[src/rtl/gait_pkg.sv]
// Shared types and width helpers for the gait scheduler and its round-robin picker.
package gait_pkg;

  typedef enum logic [1:0] {
    ST_IDLE  = 2'd0,
    ST_ARB   = 2'd1,
    ST_GAP   = 2'd2,
    ST_FAULT = 2'd3
  } gait_state_e;

  localparam int N_LEGS_DEF  = 8;
  localparam int TIMEOUT_DEF = 1024;

  localparam int LEG_IDX_W = $clog2(N_LEGS_DEF);
  localparam int CNT_W     = $clog2(N_LEGS_DEF + 1);
  localparam int TMR_W     = $clog2(TIMEOUT_DEF);

endpackage

[src/rtl/gait_rr_picker.sv]
// Combinational round-robin picker: lowest eligible index at or after ptr_i, wrapping.
module gait_rr_picker #(
  parameter int N = gait_pkg::N_LEGS_DEF,
  parameter int W = $clog2(N)
) (
  input  logic [N-1:0] eligible_i,
  input  logic [W-1:0] ptr_i,
  output logic         valid_o,
  output logic [W-1:0] grant_o
);

  logic [2*N-1:0] dbl;

  // The upper copy of the vector supplies the wrapped candidates below the pointer.
  always_comb begin
    dbl     = {eligible_i, eligible_i};
    valid_o = 1'b0;
    grant_o = '0;
    for (int j = 2*N-1; j >= 0; j--) begin
      if (dbl[j] && (j >= int'(ptr_i))) begin
        valid_o = 1'b1;
        grant_o = (j >= N) ? W'(j - N) : W'(j);
      end
    end
  end

endmodule

[src/rtl/gait_scheduler.sv]
// Step scheduler: grants leg step starts under concurrency, adjacency and spacing limits,
// tracks stepping legs, and latches a fault when a leg stays active too long.
module gait_scheduler
  import gait_pkg::*;
#(
  parameter int N_LEGS     = 8,
  parameter int MAX_ACTIVE = 2,
  parameter int GAP_CYCLES = 16,
  parameter int TIMEOUT    = 1024,
  parameter int IDX_W      = $clog2(N_LEGS),
  parameter int CW         = $clog2(N_LEGS + 1)
) (
  input  logic              clk,
  input  logic              rst,
  input  logic              enable,
  input  logic [N_LEGS-1:0] leg_req,
  input  logic [N_LEGS-1:0] leg_done,
  input  logic              err_clr,
  output logic [N_LEGS-1:0] leg_start,
  output logic [N_LEGS-1:0] leg_active,
  output logic [CW-1:0]     active_cnt,
  output logic              busy,
  output logic              fault,
  output logic [IDX_W-1:0]  err_leg
);

  localparam int TW = $clog2(TIMEOUT);
  localparam int GW = $clog2(GAP_CYCLES + 1);

  gait_state_e       state_q, state_d;
  logic [IDX_W-1:0]  ptr_q, ptr_d;
  logic [GW-1:0]     gap_q, gap_d;
  logic [N_LEGS-1:0] leg_start_q, leg_start_d;
  logic [N_LEGS-1:0] leg_active_q, leg_active_d;
  logic [CW-1:0]     active_cnt_q, active_cnt_d;
  logic              busy_q;
  logic              fault_q, fault_d;
  logic [IDX_W-1:0]  err_leg_q, err_leg_d;

  logic [N_LEGS-1:0] done_hit;
  logic [N_LEGS-1:0] eligible;
  logic [N_LEGS-1:0] expire;
  logic              expire_any;
  logic [IDX_W-1:0]  expire_idx;
  logic              pick_valid;
  logic [IDX_W-1:0]  pick_idx;
  logic              clr_all;

  assign done_hit = leg_done & leg_active_q;
  assign clr_all  = (state_q == ST_FAULT) && err_clr;
  assign eligible = leg_req & ~leg_active_q
                  & ~{leg_active_q[N_LEGS-2:0], leg_active_q[N_LEGS-1]}
                  & ~{leg_active_q[0], leg_active_q[N_LEGS-1:1]};

  gait_rr_picker #(
    .N (N_LEGS),
    .W (IDX_W)
  ) u_picker (
    .eligible_i (eligible),
    .ptr_i      (ptr_q),
    .valid_o    (pick_valid),
    .grant_o    (pick_idx)
  );

  // Per-leg step timers; a timer parks at TIMEOUT-1 so the expiry stays visible in FAULT.
  for (genvar gi = 0; gi < N_LEGS; gi++) begin : g_tmr
    logic [TW-1:0] tmr_q, tmr_d;

    assign expire[gi] = leg_active_q[gi] && (tmr_q == TW'(TIMEOUT - 1));

    always_comb begin
      tmr_d = tmr_q;
      if (clr_all || done_hit[gi]) begin
        tmr_d = '0;
      end else if ((state_q != ST_FAULT) && leg_active_q[gi] && !expire[gi]) begin
        tmr_d = tmr_q + 1'b1;
      end
    end

    always_ff @(posedge clk or negedge rst) begin
      if (!rst) tmr_q <= '0;
      else      tmr_q <= tmr_d;
    end
  end

  always_comb begin
    expire_any = 1'b0;
    expire_idx = '0;
    for (int i = N_LEGS-1; i >= 0; i--) begin
      if (expire[i]) begin
        expire_any = 1'b1;
        expire_idx = IDX_W'(i);
      end
    end
  end

  always_comb begin
    state_d      = state_q;
    ptr_d        = ptr_q;
    gap_d        = gap_q;
    leg_start_d  = '0;
    leg_active_d = leg_active_q & ~done_hit;
    fault_d      = fault_q;
    err_leg_d    = err_leg_q;

    case (state_q)
      ST_IDLE: begin
        if (enable) state_d = ST_ARB;
      end
      ST_ARB: begin
        if (!enable) begin
          state_d = ST_IDLE;
        end else if ((int'(active_cnt_q) < MAX_ACTIVE) && pick_valid && !expire_any) begin
          leg_start_d[pick_idx]  = 1'b1;
          leg_active_d[pick_idx] = 1'b1;
          ptr_d   = (pick_idx == IDX_W'(N_LEGS - 1)) ? '0 : pick_idx + 1'b1;
          gap_d   = GW'(GAP_CYCLES - 1);
          state_d = ST_GAP;
        end
      end
      ST_GAP: begin
        if (gap_q == '0) state_d = enable ? ST_ARB : ST_IDLE;
        else             gap_d   = gap_q - 1'b1;
      end
      ST_FAULT: begin
        if (err_clr) begin
          leg_active_d = '0;
          fault_d      = 1'b0;
          err_leg_d    = '0;
          state_d      = ST_IDLE;
        end
      end
      default: state_d = ST_IDLE;
    endcase

    // A timeout wins over every other transition; a same-cycle done still clears its leg.
    if ((state_q != ST_FAULT) && expire_any) begin
      state_d   = ST_FAULT;
      fault_d   = 1'b1;
      err_leg_d = expire_idx;
    end
  end

  always_comb begin
    active_cnt_d = '0;
    for (int i = 0; i < N_LEGS; i++) begin
      active_cnt_d = active_cnt_d + CW'(leg_active_d[i]);
    end
  end

  always_ff @(posedge clk or negedge rst) begin
    if (!rst) begin
      state_q      <= ST_IDLE;
      ptr_q        <= '0;
      gap_q        <= '0;
      leg_start_q  <= '0;
      leg_active_q <= '0;
      active_cnt_q <= '0;
      busy_q       <= 1'b0;
      fault_q      <= 1'b0;
      err_leg_q    <= '0;
    end else begin
      state_q      <= state_d;
      ptr_q        <= ptr_d;
      gap_q        <= gap_d;
      leg_start_q  <= leg_start_d;
      leg_active_q <= leg_active_d;
      active_cnt_q <= active_cnt_d;
      busy_q       <= |leg_active_d;
      fault_q      <= fault_d;
      err_leg_q    <= err_leg_d;
    end
  end

  assign leg_start  = leg_start_q;
  assign leg_active = leg_active_q;
  assign active_cnt = active_cnt_q;
  assign busy       = busy_q;
  assign fault      = fault_q;
  assign err_leg    = err_leg_q;

endmodule

[config.mk]
export PLATFORM = sky130hd
export DESIGN_NAME = gait_scheduler
export DESIGN_NICKNAME = d
export VERILOG_FILES = /design/src/rtl/gait_pkg.sv /design/src/rtl/gait_rr_picker.sv /design/src/rtl/gait_scheduler.sv
export SDC_FILE = /design/constraint.sdc
export NUM_CORES = 1
export LEC_CHECK = 0
export CAP_MARGIN = 20
export CORE_MARGIN = 2
export CORE_UTILIZATION = 55
export DETAILED_ROUTE_END_ITERATION = 8
export PLACE_DENSITY_LB_ADDON = 0.2
export SLEW_MARGIN = 20
export SYNTH_ARGS = -nofsm -noshare
export SYNTH_HDL_FRONTEND = slang
export SYNTH_SLANG_ARGS = --single-unit
[constraint.sdc]
create_clock -name clk -period 6.3 [get_ports clk]
set_clock_uncertainty 0.2 [all_clocks]
set_input_delay 0.945 -clock clk [delete_from_list [all_inputs] [get_ports clk]]
set_output_delay 0.945 -clock clk [all_outputs]
set_load 0.03 [all_outputs]
==> results.md <==
- Outcome: complete, no violations
- Min Hold Slack: 0.304 ns
- Clock transition at path regs: 0.05 ns
- Antenna Cells: 0
- Initial antenna violation count: 0
- PortBufs: 44
- Total power divided by cell area: 391 nW/um2
- TritonCTS buffer count: 17
- Vias in the first global route: 5094
- Crit path kind: input port to flop
- Gates resized, CTS repair: 0
- Filler cells: 907
- Count of cell types in the netlist: 72
- Routed wire per std cell: 16.9 um
- Avg Cell Area, Syn: 9.57 um2
- CTS tree: yes
- Share of cells above drive strength 1: 7.47%
- Worst-Margin Slew: 0.823 ns
- Final Setup Violations: 0
- CTS H-tree lvls: 4
- Arrival time of the worst setup path: 5.46 ns
- Util after Layout: 65.9%
- Flops & latches, synth: 115
- Primary FF master, synth: dfrtp_1
- Setup total negative slack: 0 ns
- Syn_nets: 698
- GP Congestion: 0.932
- # placed instances: 834
- Post-route clock period utilization: 84.8%
- Final Hold Fails: 0
- Most frequent cell after synthesis: dfrtp_1
- Mapped cell area: 6310 um2
- DRC viols: 0
- Post-synth EDFFs: 0
- Max VDD drop: 0.000234 V
- Max-Cap Viols: 0
- DR iter-0 viols: 325
- Total track usage: 24.8%
- Postcts setup bufs: 0
- DIE HEIGHT: 111 um
- Largest net degree at the start of global routing: 67
- Fin crit period: 5.34 ns
- First-pass GRT wire length: 24600 um
- Detailed Place HPWL: 10200 um
- Top cell type's share of synthesized area: 45.6%
- Layout area overhead: 18.3%
- Max Clock Freq: 187 MHz
- Buffer depth of the longest clock path: 2
- GRT Residual Overflow: 0
- Layout Cells excl Fill: 866
- Die extent in x: 111 um
- Synth warn: 0
- Worst EP required: 6.41 ns
- Slew headroom: 45.1%
- Clk_lat worst skew: 0.42 ns
- Leak pwr: 3.29 nW
- WL final: 14600 um
- Post-synth top area cell: dfrtp_1
- Hold buffer count at cts: 0
- Cell count after synthesis: 659
- DR vias/cell: 5.91
- Most frequent cells after synthesis: dfrtp_1, nor2_1, nand2_1
- Final ANT Viol Nets: 0
- Overall power: 2.92 mW
- Router iterations before antenna repair: 5
- FP Rows: 39
- Final Max Tran Viols: 0
- Clock Tree Root: clkbuf_16
- RSZ-0062 raised after global routing: no
- Core area: 11300 um2
- CTS Sinks: 115
- Fin nets: 749
- # IOs: 45
- CP endpoint kind: flop
- Asr flop ratio synth: 100%
- Die ar.: 12300 um2
- Initial Utilization: 55.7%
- Worst-path fanout max: 7
- Sequential-to-total area share from yosys stat: 45.6%
- Hold WC Path Type: flop to flop
- Synth top area cells: dfrtp_1, nor2_1, xor2_1
- Worst setup SP type: input port
- Via Count: 5121
## final timing paths
path	start	end	slack, ns	cells past startpoint
min in group asynchronous	rst	g_tmr[7].tmr_q[0]$_DFFE_PN0P_	0.34	1
max in group asynchronous	rst	g_tmr[3].tmr_q[7]$_DFFE_PN0P_	4.29	2
worst max register to register	g_tmr[7].tmr_q[0]$_DFFE_PN0P_	active_cnt[1]$_DFF_PN0_	1.30	15
worst max-delay path	leg_req[2]	active_cnt[1]$_DFF_PN0_	0.96	15
worst min-delay path	gap_q[0]$_DFFE_PN0P_	gap_q[0]$_DFFE_PN0P_	0.30	1
worst min register to register	gap_q[0]$_DFFE_PN0P_	gap_q[0]$_DFFE_PN0P_	0.30	1
## cells by family (layout without fill, tap and decap cells)
group	Yosys count	in the layout	synth area share, %
simple gates	310	310	25.6
flops	115	115	45.6
compound gates	104	104	11.6
xor+xnor	67	67	9.30
buf+inv	37	101	2.46
fa+ha+maj	19	19	4.24
mux	7	7	1.15
## power breakdown
group          total [mW]  internal [mW]  switching (mW)
Sequential           1.14          0.919           0.217
Combinational       0.836          0.316           0.520
Clock               0.943          0.599           0.344
## state kept, by name, indices dropped and copies added (netlist names)
name and cells:
g_tmr.tmr_q 80, leg_active 8, leg_start 8, gap_q 5
active_cnt 4, err_leg 3, ptr_q 3, state_q 2
busy 1, fault 1
## worst max-delay path: stages
cell and delay, ns:
clkdlybuf4s50_1 0.48, nand2b_1 0.05, a211oi_1 0.52, o21ai_0 0.20
a221oi_1 0.48, o211a_2 0.34, a31oi_1 0.17, fa_1 0.58
fa_1 0.43, fa_1 0.45, inv_1 0.07, ha_1 0.16
inv_1 0.05, fa_1 0.48, inv_1 0.04
## placed cells by master (no fill, tap or decap), drive strengths merged, types with 6 or more instances in the layout
master / count
clkinv: 6
dfrtp: 115
nor4: 14
or3: 10
and2: 6
nand2b: 12
clkbuf: 19
nor2b: 8
nor3: 11
a21oi: 21
nor4b: 7
inv: 22
xor2: 40
and4: 11
clkdlybuf4s50: 43
nand2: 62
and3: 10
nand3: 26
xnor2: 27
nand4: 28
nor2: 96
o21ai: 26
ha: 15
## through the flow
| stage | setup WS, ns | cell area (um2) |
|---|---|---|
| 2_1_floorplan | 1.47 | 6310 |
| 3_3_place_gp | 0.708 | 6880 |
| 3_5_place_dp | 0.569 | 6880 |
| 4_1_cts | 0.991 | 7460 |
| 5_1_grt | 0.642 | 7460 |
| 6_report | 0.955 | 7460 |
## layer usage
| layer | up-vias | routed length (um) | global-route usage, % |
|---|---|---|---|
| li1 | 2459 | - | - |
| met3 | 29 | 709 | 6.83 |
| met1 | 2501 | 6510 | 32.7 |
| met5 | - | 0 | 0 |
| met4 | 0 | 344 | 10.2 |
| met2 | 132 | 7060 | 38.9 |
## final cells by class
class / instances / area (um2) / share of cell area [%]
Clock buffer: 19 / 453 / 6.07
Clock inverter: 13 / 135 / 1.81
Inverter: 22 / 82.6 / 1.11
Multi-Input combinational cell: 507 / 3280 / 43.9
Sequential cell: 115 / 2880 / 38.6
Tap cell: 143 / 179 / 2.40
Timing Repair Buffer: 47 / 460 / 6.17
Note: power is estimated with default switching activity, not from simulation.
